<file path="config.mk">
export PLATFORM = sky130hd
export DESIGN_NAME = uart_tx_cfg_flat
export DESIGN_NICKNAME = d
export VERILOG_FILES = /design/src/rtl/uart_tx_cfg_if.sv /design/src/rtl/uart_tx_cfg.sv /design/src/flat_wrapper.sv
export SDC_FILE = /design/constraint.sdc
export NUM_CORES = 1
export LEC_CHECK = 0
export ABC_AREA = 0
export ABC_CLOCK_PERIOD_IN_PS = 5230
export BUFFER_PORTS_ARGS = -buffer_cell sky130_fd_sc_hd__buf_2
export CORE_MARGIN = 5
export CORE_UTILIZATION = 42
export CTS_CLUSTER_SIZE = 24
export DETAILED_ROUTE_END_ITERATION = 8
export GPL_ROUTABILITY_DRIVEN = 0
export SLEW_MARGIN = 0
export SYNTH_ARGS = -nofsm -noshare
export SYNTH_HDL_FRONTEND = slang
export SYNTH_SLANG_ARGS = --single-unit
</file>
<file path="constraint.sdc">
create_clock -name clk -period 5.23 [get_ports clk]
set_input_delay 0.7845 -clock clk [delete_from_list [all_inputs] [get_ports clk]]
set_output_delay 0.7845 -clock clk [all_outputs]
set_load 0.02 [all_outputs]
</file>
<file path="src/rtl/uart_tx_cfg_if.sv">
// Push-side handshake of the configurable UART transmitter: producer valid/data,
// FIFO ready and occupancy back from the transmitter.
interface uart_tx_cfg_if #(
    parameter int MAX_DATA_WIDTH = 9,
    parameter int FIFO_DEPTH     = 16
);
    localparam int LW = $clog2(FIFO_DEPTH) + 1;

    logic                      i_vld;
    logic [MAX_DATA_WIDTH-1:0] i_data;
    logic                      o_rdy;
    logic [LW-1:0]             o_level;

    modport master (output i_vld, output i_data, input o_rdy, input o_level);
    modport slave  (input i_vld, input i_data, output o_rdy, output o_level);
endinterface

</file>
<file path="src/rtl/uart_tx_cfg.sv">
// Runtime-configurable UART transmitter with push FIFO, back-to-back framing and break.
//
// state  | meaning
// IDLE   | line high, waiting for a word or a break request
// START  | start bit (tx=0)
// DATA   | data bits, LSB first
// PARITY | optional parity/mark/space bit
// STOP   | one or two stop bits (tx=1)
// BREAK  | tx held low while i_break is high
// GUARD  | tx high for two latched bit times after a break
module uart_tx_cfg #(
    parameter int MAX_DATA_WIDTH = 9,
    parameter int FIFO_DEPTH     = 16,
    parameter int DIV_WIDTH      = 16
) (
    input  logic                 clk,
    input  logic                 rst,
    input  logic [DIV_WIDTH-1:0] cfg_div,
    input  logic [3:0]           cfg_data_bits,
    input  logic [2:0]           cfg_parity,
    input  logic                 cfg_stop2,
    input  logic                 i_break,
    uart_tx_cfg_if.slave         push,
    output logic                 tx,
    output logic                 o_busy
);
    localparam int AW = $clog2(FIFO_DEPTH);
    localparam int LW = AW + 1;
    localparam int CW = DIV_WIDTH + 1;
    localparam int DW = MAX_DATA_WIDTH;

    typedef enum logic [2:0] {
        S_IDLE, S_START, S_DATA, S_PARITY, S_STOP, S_BREAK, S_GUARD
    } state_t;

    logic [DW-1:0] mem [FIFO_DEPTH];
    logic [AW-1:0] wr_ptr, rd_ptr;
    logic [LW-1:0] level;

    state_t        state;
    logic [CW-1:0] cnt;
    logic [CW-1:0] div_sh;
    logic [3:0]    bits_left;
    logic [DW-1:0] shreg;
    logic          par_en, par_bit, stop2_sh, stop_second;

    logic [CW-1:0] div_eff;
    logic [3:0]    bits_eff;
    logic [DW-1:0] mask;
    logic [DW-1:0] head_masked;
    logic          par_en_c, par_bit_c;
    logic          frame_end, can_start, push_ok;

    assign div_eff  = (cfg_div < DIV_WIDTH'(2)) ? CW'(2) : CW'(cfg_div);
    assign bits_eff = (cfg_data_bits < 4'd5)    ? 4'd5 :
                      (cfg_data_bits > 4'(DW))  ? 4'(DW) : cfg_data_bits;

    always_comb begin
        mask = '0;
        for (int i = 0; i < DW; i++) mask[i] = (4'(i) < bits_eff);
    end

    assign head_masked = mem[rd_ptr] & mask;
    assign par_en_c    = (cfg_parity >= 3'd1) && (cfg_parity <= 3'd4);

    always_comb begin
        case (cfg_parity)
            3'd1:    par_bit_c = ~(^head_masked);
            3'd2:    par_bit_c = ^head_masked;
            3'd3:    par_bit_c = 1'b1;
            default: par_bit_c = 1'b0;
        endcase
    end

    // A frame ends on the last cycle of its final stop bit; popping here gives zero idle gap.
    assign frame_end = (state == S_STOP) && (cnt == '0) && (!stop2_sh || stop_second);
    assign can_start = ((state == S_IDLE) || frame_end) && !i_break && (level != '0);
    assign push_ok   = push.i_vld && push.o_rdy;

    assign push.o_rdy   = (level != LW'(FIFO_DEPTH));
    assign push.o_level = level;
    assign o_busy       = (state != S_IDLE) || (level != '0);

    always_ff @(posedge clk) begin
        if (push_ok) mem[wr_ptr] <= push.i_data;
    end

    always_ff @(posedge clk) begin
        if (rst) begin
            wr_ptr <= '0;
            rd_ptr <= '0;
            level  <= '0;
        end else begin
            if (push_ok)   wr_ptr <= wr_ptr + AW'(1);
            if (can_start) rd_ptr <= rd_ptr + AW'(1);
            level <= level + LW'(push_ok) - LW'(can_start);
        end
    end

    always_ff @(posedge clk) begin
        if (rst) begin
            state       <= S_IDLE;
            tx          <= 1'b1;
            cnt         <= '0;
            div_sh      <= CW'(2);
            bits_left   <= '0;
            shreg       <= '0;
            par_en      <= 1'b0;
            par_bit     <= 1'b0;
            stop2_sh    <= 1'b0;
            stop_second <= 1'b0;
        end else if (can_start) begin
            state     <= S_START;
            tx        <= 1'b0;
            cnt       <= div_eff - CW'(1);
            div_sh    <= div_eff;
            bits_left <= bits_eff;
            shreg     <= head_masked;
            par_en    <= par_en_c;
            par_bit   <= par_bit_c;
            stop2_sh  <= cfg_stop2;
        end else begin
            case (state)
                S_IDLE: begin
                    if (i_break) begin
                        state  <= S_BREAK;
                        tx     <= 1'b0;
                        div_sh <= div_eff;
                    end else begin
                        tx <= 1'b1;
                    end
                end
                S_START: begin
                    if (cnt == '0) begin
                        state <= S_DATA;
                        tx    <= shreg[0];
                        cnt   <= div_sh - CW'(1);
                    end else cnt <= cnt - CW'(1);
                end
                S_DATA: begin
                    if (cnt == '0) begin
                        cnt <= div_sh - CW'(1);
                        if (bits_left == 4'd1) begin
                            stop_second <= 1'b0;
                            if (par_en) begin
                                state <= S_PARITY;
                                tx    <= par_bit;
                            end else begin
                                state <= S_STOP;
                                tx    <= 1'b1;
                            end
                        end else begin
                            bits_left <= bits_left - 4'd1;
                            shreg     <= shreg >> 1;
                            tx        <= shreg[1];
                        end
                    end else cnt <= cnt - CW'(1);
                end
                S_PARITY: begin
                    if (cnt == '0) begin
                        state <= S_STOP;
                        tx    <= 1'b1;
                        cnt   <= div_sh - CW'(1);
                    end else cnt <= cnt - CW'(1);
                end
                S_STOP: begin
                    if (cnt == '0) begin
                        if (stop2_sh && !stop_second) begin
                            stop_second <= 1'b1;
                            cnt         <= div_sh - CW'(1);
                        end else if (i_break) begin
                            state <= S_BREAK;
                            tx    <= 1'b0;
                        end else begin
                            state <= S_IDLE;
                            tx    <= 1'b1;
                        end
                    end else cnt <= cnt - CW'(1);
                end
                S_BREAK: begin
                    tx <= 1'b0;
                    if (!i_break) begin
                        state <= S_GUARD;
                        tx    <= 1'b1;
                        cnt   <= (div_sh << 1) - CW'(1);
                    end
                end
                S_GUARD: begin
                    tx <= 1'b1;
                    if (cnt == '0) state <= S_IDLE;
                    else           cnt   <= cnt - CW'(1);
                end
                default: begin
                    state <= S_IDLE;
                    tx    <= 1'b1;
                end
            endcase
        end
    end
endmodule

</file>
<file path="src/flat_wrapper.sv">
// flat-port wrapper written by rule: the top's interface ports become plain ports
module uart_tx_cfg_flat 
#(
    parameter int MAX_DATA_WIDTH = 9,
    parameter int FIFO_DEPTH     = 16,
    parameter int DIV_WIDTH      = 16
)
  (clk, rst, cfg_div, cfg_data_bits, cfg_parity, cfg_stop2, i_break, tx, o_busy, push_i_vld, push_i_data, push_o_rdy, push_o_level);
  uart_tx_cfg_if #(.MAX_DATA_WIDTH(MAX_DATA_WIDTH), .FIFO_DEPTH(FIFO_DEPTH)) push_i ();
  input  logic clk;
  input  logic rst;
  input  logic [DIV_WIDTH-1:0] cfg_div;
  input  logic [3:0] cfg_data_bits;
  input  logic [2:0] cfg_parity;
  input  logic cfg_stop2;
  input  logic i_break;
  output logic tx;
  output logic o_busy;
  input wire logic [$bits(push_i.i_vld)-1:0] push_i_vld;
  input wire logic [$bits(push_i.i_data)-1:0] push_i_data;
  output wire logic [$bits(push_i.o_rdy)-1:0] push_o_rdy;
  output wire logic [$bits(push_i.o_level)-1:0] push_o_level;
  assign push_i.i_vld = push_i_vld;
  assign push_i.i_data = push_i_data;
  assign push_o_rdy = push_i.o_rdy;
  assign push_o_level = push_i.o_level;
  uart_tx_cfg #(.MAX_DATA_WIDTH(MAX_DATA_WIDTH), .FIFO_DEPTH(FIFO_DEPTH), .DIV_WIDTH(DIV_WIDTH)) u_core (.clk(clk), .rst(rst), .cfg_div(cfg_div), .cfg_data_bits(cfg_data_bits), .cfg_parity(cfg_parity), .cfg_stop2(cfg_stop2), .i_break(i_break), .push(push_i), .tx(tx), .o_busy(o_busy));
endmodule
</file>
==> metrics.txt, run 1 <==
post-synthesis sequential element count 215; Post-DP HPWL between 15,000 and 20,000 um; quantity of gates resized following cts 0; clock root cell sky130_fd_sc_hd__clkbuf_16; Synth area leaders sky130_fd_sc_hd__edfxtp_1 42%, sky130_fd_sc_hd__dfxtp_1 14%, sky130_fd_sc_hd__mux4_1 6.2%; maximum buffer depth of the clock tree 3; data arrival time at the worst-slack endpoint between 4 and 5 ns; final count of pins violating max slew 0; Remaining DRCs 0; worst clock skew 0.01880 ns; most repeated cell in the gate-level netlist after synthesis sky130_fd_sc_hd__edfxtp_1; first-pass GRT wire length around 37,000 um; critical path capture point type register; cell count after synthesis roughly 820; final critical-path share of the clock period 0.6955; number of buffers inserted during clock tree synthesis 24; worst slew margin relative to its limit 0.2352; count of antenna-violating nets left after detailed routing 0; measured slew at the worst slew-check pin approximately 1.1 ns; worst vdd ir about 0.00029 V; sort of element at the start of the critical path register; routed wire length 23,360 um; number of setup violations in the final report 0; hold crit path type register to register; Final WS setup between 1.5 and 2 ns; post-synth design cell area 0.01023 sq mm; top flip-flop cell by instance count after synthesis sky130_fd_sc_hd__edfxtp_1; Internal Dissipation 0.003913 W; sequential group share of total power 0.374; total number of yosys warnings 0; Remaining Overflow, GRT 0; unrepaired setup endpoints after global routing false; Post-synth EDFFs ~140; num ports 45; Clk pin slew, worst setup/hold paths ~0.060 ns; master of the slowest instance on the critical path sky130_fd_sc_hd__nor4b_2; number of global-route vias before repair between 6,000 and 7,000; biggest fanout along the worst timing path 9; start-to-end type of the worst setup path register to register; TNS Setup 0 ns; starting density of the core 0.4232; Core Footprint between 0.02 and 0.025 sq mm; non-filler cells, final 1,199; combinational share of power 0.380; Clock Sink Count ~220; cell type with the highest aggregate area in the netlist sky130_fd_sc_hd__edfxtp_1; dpl cell area ~0.011 sq mm; routed vias/inst between 5 and 6; floorplan die area 0.02758 sq mm; signed area change from the synthesized netlist to the final layout 12.13%; clock insertion delay at the later pin of the skew report approximately 0.53 ns; clock network power share 0.246; CTS tree yes; outcome finished, final reports clean; worst-path cell chain nor4_4, nand4_2, nor4b_2, o21ai_2, inv_1, ha_1, inv_1, ha_1, fa_1, a21oi_1, nor2_1, or3_1, a21oi_1; DRT Pass-1 Iters 5; cell area power density approximately 530 mW/mm^2; number of distinct library cell variants in the gate-level netlist after synthesis between 60 and 70; worst reg-to-reg setup slack around 1.6 ns; die height 166.1 um; number of cells after detailed placement between 1,000 and 1,500; quantity of I/O buffers inserted on ports 44; number of standard-cell rows in the floorplan 57; minimum period implied by the final worst setup slack 3.637 ns; top post-synthesis cells by count 144 x sky130_fd_sc_hd__edfxtp_1, 98 x sky130_fd_sc_hd__nor2_1, 71 x sky130_fd_sc_hd__dfxtp_1; number of antenna violations at the first check in global routing 0; top-area cell type share of the netlist area 0.4226; pin count of the biggest net entering global routing 49; delay contributed by the slowest stage of the critical path a little under 0.6 ns; Sw Pwr around 0.0022 W; Final Cell Area 0.01147 sq mm; Static Leak approximately 4.0 nW; Post CTS Setup Buffer Count 0; async set-reset flop share out of synthesis 0; number of design-rule violations left by the first detailed-router iteration between 400 and 500; pre-CTS worst setup slack roughly 1.4 ns; aggregate global-route resource usage 0.1666; fraction of power spent switching nets 0.3554; horizontal extent of the die ~170 um; Net count, final a little over 900; Post-Syn Nets between 800 and 900; Req. time, crit path roughly 5.7 ns; hold violation count in the final report 0; Seq/Total Area, Yosys 0.5616; number of H-tree branching levels 1; synthesized area per cell around 13 sq um; Via Count between 6,000 and 7,000; post-cts hold buffer count 0; layout cell share with drive strength beyond 1 0.1371; number of maximum-capacitance violations 0; Max Fclk 274.9 MHz; Ant. Diodes 0; average wire per standard cell around 20 um
registers in the layout (all words and copies together), names as in the netlist, named ones only:
register	count
u_core.state	3
u_core.stop_second	1
u_core.par_bit	1
u_core.bits_left	4
u_core.wr_ptr	4
u_core.shreg	9
u_core.cnt	17
u_core.div_sh	16
u_core.rd_ptr	4
u_core.stop2_sh	1
u_core.tx	1
u_core.push.o_level	5
u_core.mem	144
u_core.par_en	1
power groups by stage:
stage | Combinational [W] | Clock [W] | Sequential [W]
after global placement | 0.00228 | 0 | 0.00231
after global routing | 0.00253 | 0.00161 | 0.00231
after CTS | 0.00231 | 0.00153 | 0.00227
after detailed placement | 0.00230 | 0 | 0.00231
final | 0.00231 | 0.00149 | 0.00227
after floorplan | 0.00186 | 0 | 0.00220
area by class of cell:
class,instances,area [sq um]
flip-flops and latches,215,5747
clock inverters,7,63.81
well taps,324,405.4
inverters,21,78.83
clock buffers,31,626.9
multi-input cells,539,4195
fillers,2161,12700
repair buffers,62,355.3
worst max-delay path: cells and delay by family, from the launching register on:
kind	cells	cell delay, ns
flip-flops	1	0.37
adder cells (fa/ha/maj)	3	0.75
AND/OR/NAND/NOR	5	1.80
buffers and inverters	2	0.22
AO/OA/AOI/OAI	3	0.44
final timing paths:
check        cells past startpoint                endpoint             from
max reg2reg                     13  u_core.push.o_level[4]    u_core.cnt[2]
max                             13  u_core.push.o_level[4]    u_core.cnt[2]
min                              2         u_core.shreg[0]  u_core.shreg[0]
min reg2reg                      2         u_core.shreg[0]  u_core.shreg[0]
cells by family after synthesis:
group           count (synthesis)  share of synthesized area
flops                         215                     0.5616
simple gates                  253                     0.1222
xor+xnor                       58                    0.05308
buf+inv                        63                    0.02911
mux                            61                     0.1131
fa+ha+maj                      18                    0.02275
compound gates                149                    0.09820
stage by stage:
| step | utilization | hold WS (ns) | total power (W) |
|---|---|---|---|
| floorplan | - | 0.4332 | 0.004062 |
| global placement | 0.4459 | 0.4505 | 0.004589 |
| detailed placement | 0.4459 | 0.4612 | 0.004607 |
| CTS | 0.4745 | 0.4692 | 0.006119 |
| global route | 0.4745 | 0.5060 | 0.006444 |
| finish | 0.4745 | 0.4725 | 0.006071 |
layer usage:
metal	vias to the layer above	global-route usage	part of all wire
met4	0	0.04663	0.029
li1	3200	-	-
met2	135	0.2841	0.49
met3	47	0.02547	0.037
met1	3268	0.2226	0.44
met5	-	0	0
placed cells by master, fill, tap and decap left out, types with 23 or more instances in the layout:
cell type	n
sky130_fd_sc_hd__nand2_1	57
sky130_fd_sc_hd__buf_2	44
sky130_fd_sc_hd__dfxtp_1	70
sky130_fd_sc_hd__mux2i_1	23
sky130_fd_sc_hd__edfxtp_1	144
sky130_fd_sc_hd__xor2_1	34
sky130_fd_sc_hd__nor2_1	98
sky130_fd_sc_hd__a21oi_1	36
sky130_fd_sc_hd__mux4_1	24
sky130_fd_sc_hd__clkbuf_16	24
Note: power is estimated with default switching activity, not from simulation.
==> inputs of run 2 (changes only) <==
--- a/config.mk
+++ b/config.mk
@@ -5,8 +5,8 @@
 export SDC_FILE = /design/constraint.sdc
 export NUM_CORES = 1
 export LEC_CHECK = 0
-export ABC_AREA = 0
-export ABC_CLOCK_PERIOD_IN_PS = 5230
+export ABC_AREA = 1
+export ABC_CLOCK_PERIOD_IN_PS = 3800
 export BUFFER_PORTS_ARGS = -buffer_cell sky130_fd_sc_hd__buf_2
 export CORE_MARGIN = 5
 export CORE_UTILIZATION = 42
==> constraint.sdc (replaced) <==
create_clock -name clk -period 3.8 [get_ports clk]
set_input_delay 0.57 -clock clk [delete_from_list [all_inputs] [get_ports clk]]
set_output_delay 0.57 -clock clk [all_outputs]
set_load 0.02 [all_outputs]
==> run 2 against run 1 <==
Effect of this change: first-iteration DRC count up 48%; power grew 43%; register-to-register slack lost 0.57 ns; hold slack got worse by 0.15 ns; area after synthesis up 6.0%; highest routed layer unchanged; largest cell class unchanged.
==> metrics.txt, run 2 <==
biggest fanout along the worst timing path 9 (unchanged); number of antenna violations at the first check in global routing 0 (unchanged); Final Cell Area 0.01220 sq mm (was 0.01147 sq mm); sort of element at the start of the critical path register (unchanged); worst vdd ir 0.0004034 V (was 0.0002881 V); critical path capture point type register (unchanged); cell count after synthesis 1,286 (was 817); combinational share of power 0.390 (was 0.380); Sw Pwr 0.003430 W (was 0.002158 W); num ports 45 (unchanged); routed wire length 26,520 um (was 23,360 um); floorplan die area 0.02913 sq mm (was 0.02758 sq mm); count of antenna-violating nets left after detailed routing 0 (unchanged); Req. time, crit path 4.27 ns (was 5.69 ns); dpl cell area 0.01140 sq mm (was 0.01078 sq mm); Static Leak 5.067 nW (was 4.012 nW); commonest non-fill, non-tap cell in the layout sky130_fd_sc_hd__nand2_1 (was sky130_fd_sc_hd__edfxtp_1); number of standard-cell rows in the floorplan 58 (was 57); Ant. Diodes 0 (unchanged); most repeated cell in the gate-level netlist after synthesis sky130_fd_sc_hd__nand2_1 (was sky130_fd_sc_hd__edfxtp_1); Post-synth EDFFs 144 (unchanged); routed vias/inst 5.112 (was 5.546); Clk pin slew, worst setup/hold paths 0.06 ns (about the same); number of setup violations in the final report 0 (unchanged); data arrival time at the worst-slack endpoint 3.24 ns (was 4.09 ns); signed area change from the synthesized netlist to the final layout 12.49% (was 12.13%); synthesized area per cell 8.431 sq um (was 12.52 sq um); Clock Sink Count 215 (unchanged); parity-gate share of the synthesized area counting xor and xnor cells 0.03070 (was 0.05308); number of design-rule violations left by the first detailed-router iteration 608 (was 410); Remaining DRCs 0 (unchanged); Max Fclk 360.5 MHz (was 274.9 MHz); quantity of gates resized following cts 0 (unchanged); post-synthesis sequential element count 215 (unchanged); quantity of I/O buffers inserted on ports 44 (unchanged); Post CTS Setup Buffer Count 0 (unchanged); post-synth design cell area 0.01084 sq mm (was 0.01023 sq mm); top flip-flop cell by instance count after synthesis sky130_fd_sc_hd__edfxtp_1 (unchanged); Synth Area in Adders 0.02147 (was 0.02275); first-pass GRT wire length 42,640 um (was 36,850 um); hold crit path type input pin to register (was register to register); hold violation count in the final report 0 (unchanged); CTS tree yes (unchanged); Core Footprint 0.02533 sq mm (was 0.02418 sq mm); measured slew at the worst slew-check pin 0.9845 ns (was 1.143 ns); start-to-end type of the worst setup path register to register (unchanged); aggregate global-route resource usage 0.1812 (was 0.1666); worst clock skew 0.02111 ns (was 0.01880 ns); layout cell share with drive strength beyond 1 0.09814 (was 0.1371); Net count, final 1,382 (was 918); simple-gate portion of the synthesized area 0.2390 (was 0.1222); Post-DP HPWL 17,680 um (was 15,860 um); unrepaired setup endpoints after global routing false (unchanged); final core occ 0.4815 (was 0.4745); minimum period implied by the final worst setup slack 2.774 ns (was 3.637 ns); compound-cell area share of the yosys netlist 0.09971 (was 0.09820); final critical-path share of the clock period 0.7299 (was 0.6955); top post-synthesis cells by count 314 x sky130_fd_sc_hd__nand2_1, 152 x sky130_fd_sc_hd__inv_1, 144 x sky130_fd_sc_hd__edfxtp_1 (was 144 x sky130_fd_sc_hd__edfxtp_1, 98 x sky130_fd_sc_hd__nor2_1, 71 x sky130_fd_sc_hd__dfxtp_1); maximum buffer depth of the clock tree 3 (unchanged); post-cts hold buffer count 0 (unchanged); clock root cell sky130_fd_sc_hd__clkbuf_16 (unchanged); Via Count 8,563 (was 6,650); portion of netlist area occupied by mux cells 0.0009233 (was 0.1131); final count of pins violating max slew 0 (unchanged); top-area cell type share of the netlist area 0.3988 (was 0.4226); number of distinct library cell variants in the gate-level netlist after synthesis 45 (was 67); TNS Setup 0 ns (unchanged); registers with the highest flip-flop counts u_core.mem x144, u_core.cnt x17, u_core.div_sh x16 (unchanged); number of global-route vias before repair 8,157 (was 6,560); worst slew margin relative to its limit 0.3412 (was 0.2352); starting density of the core 0.4281 (was 0.4232); largest family of logic cells by synthesized area simple AND/OR/NAND/NOR gates (unchanged); average wire per standard cell 15.83 um (was 19.49 um); register bank with the most flops u_core.mem (unchanged); non-filler cells, final 1,675 (was 1,199); commonest cells after routing, fill and taps aside 314 x sky130_fd_sc_hd__nand2_1, 151 x sky130_fd_sc_hd__inv_1, 144 x sky130_fd_sc_hd__edfxtp_1 (was 144 x sky130_fd_sc_hd__edfxtp_1, 98 x sky130_fd_sc_hd__nor2_1, 70 x sky130_fd_sc_hd__dfxtp_1); sequential group share of total power 0.348 (was 0.374); clock insertion delay at the later pin of the skew report 0.53 ns (about the same); horizontal extent of the die 170.7 um (was 166.1 um); Synth area leaders sky130_fd_sc_hd__edfxtp_1 40%, sky130_fd_sc_hd__dfxtp_1 13%, sky130_fd_sc_hd__nand2_1 11% (was sky130_fd_sc_hd__edfxtp_1 42%, sky130_fd_sc_hd__dfxtp_1 14%, sky130_fd_sc_hd__mux4_1 6.2%); cell type with the highest aggregate area in the netlist sky130_fd_sc_hd__edfxtp_1 (unchanged); number of H-tree branching levels 1 (unchanged); total number of yosys warnings 0 (unchanged); Internal Dissipation 0.005242 W (was 0.003913 W); pin count of the biggest net entering global routing 80 (was 49); Seq/Total Area, Yosys 0.5299 (was 0.5616); die height 170.7 um (was 166.1 um); cell area power density 711.1 mW/mm^2 (was 529.2 mW/mm^2); number of buffers inserted during clock tree synthesis 24 (unchanged); outcome finished, final reports clean (unchanged); async set-reset flop share out of synthesis 0 (unchanged); flip-flop count of the largest register after layout 144 (unchanged); DRT Pass-1 Iters 5 (unchanged); fraction of power spent switching nets 0.3956 (was 0.3554); Remaining Overflow, GRT 0 (unchanged); number of cells after detailed placement 1,631 (was 1,161); number of maximum-capacitance violations 0 (unchanged); clock network power share 0.262 (was 0.246); Post-Syn Nets 1,341 (was 872)
-- run 2: changes by cell type after synthesis, sizes merged, moves of 11 or more --
cell and delta:
mux4 -36, nor2b -12, mux2i -22, inv +141, nand3 +133, a22oi -13, nand2 +261, nor2 +18
a21oi +31, o22ai -11, a211oi -15, o21ai +64
-- run 2: final cells by class --
cell class                      count  area, sq um
Clock inverter                      9        76.32
Inverter                          166        625.6
Multi-Input combinational cell    857         4248
Tap cell                          330        412.9
Sequential cell                   215         5747
Fill cell                        2432        13130
Timing Repair Buffer               63        362.8
Clock buffer                       35        723.2
-- run 2: logic make-up (layout without fill, tap and decap cells) --
group | Yosys count | after routing
flip-flops | 215 | 215
AND/OR/NAND/NOR | 606 | 606
multiplexers | 1 | 1
buffers and inverters | 214 | 273
adder cells (fa/ha/maj) | 18 | 18
XOR/XNOR | 38 | 38
AO/OA/AOI/OAI | 194 | 194
-- run 2: worst paths after layout --
kind	end	slack, ns	from	cells past startpoint
hold reg to reg	u_core.stop_second	0.45	u_core.stop_second	2
setup / recovery	u_core.push.o_level[4]	1.03	u_core.cnt[4]	18
setup reg to reg	u_core.push.o_level[4]	1.03	u_core.cnt[4]	18
hold / removal	u_core.stop2_sh	0.32	cfg_stop2	3
-- run 2: critical path, cell delays in order, from the launching register on --
cell and delay, ns:
sky130_fd_sc_hd__dfxtp_1 0.34, sky130_fd_sc_hd__nor2_1 0.15, sky130_fd_sc_hd__nand2_1 0.16, sky130_fd_sc_hd__nor2_8 0.16
sky130_fd_sc_hd__nand4_4 0.19, sky130_fd_sc_hd__inv_4 0.17, sky130_fd_sc_hd__nand2_2 0.07, sky130_fd_sc_hd__nand2_2 0.08
sky130_fd_sc_hd__nand3_4 0.08, sky130_fd_sc_hd__inv_2 0.09, sky130_fd_sc_hd__ha_1 0.12, sky130_fd_sc_hd__inv_1 0.04
sky130_fd_sc_hd__ha_1 0.20, sky130_fd_sc_hd__fa_1 0.41, sky130_fd_sc_hd__nand2_1 0.08, sky130_fd_sc_hd__a21oi_1 0.06
sky130_fd_sc_hd__nor2_1 0.12, sky130_fd_sc_hd__o21ai_0 0.09, sky130_fd_sc_hd__a21oi_1 0.12
-- run 2: power by group through the flow --
| stage | Clock, W | Combinational (W) | Sequential, W |
|---|---|---|---|
| after detailed placement | 0 | 0.00336 | 0.00306 |
| after global placement | 0 | 0.00334 | 0.00306 |
| after CTS | 0.00232 | 0.00338 | 0.00302 |
| after floorplan | 0 | 0.00255 | 0.00303 |
| final | 0.00227 | 0.00338 | 0.00302 |
| after global routing | 0.00243 | 0.00386 | 0.00306 |
-- run 2: stage by stage --
| stage | power [W] | setup slack (ns) | hold WS [ns] |
|---|---|---|---|
| finish | 0.008672 | 1.026 | 0.3201 |
| floorplan | 0.005573 | 1.029 | 0.4208 |
| CTS | 0.008718 | 1.025 | 0.3088 |
| detailed placement | 0.006425 | 0.9382 | 0.4424 |
| global placement | 0.006397 | 1.014 | 0.4427 |
| global route | 0.009346 | 0.6940 | 0.3484 |
-- run 2: per-layer routing --
| layer | part of all wire | GRT usage |
|---|---|---|
| met1 | 0.46 | 0.2417 |
| met2 | 0.49 | 0.3159 |
| met3 | 0.038 | 0.02518 |
| met4 | 0.019 | 0.03958 |
| met5 | 0 | 0 |
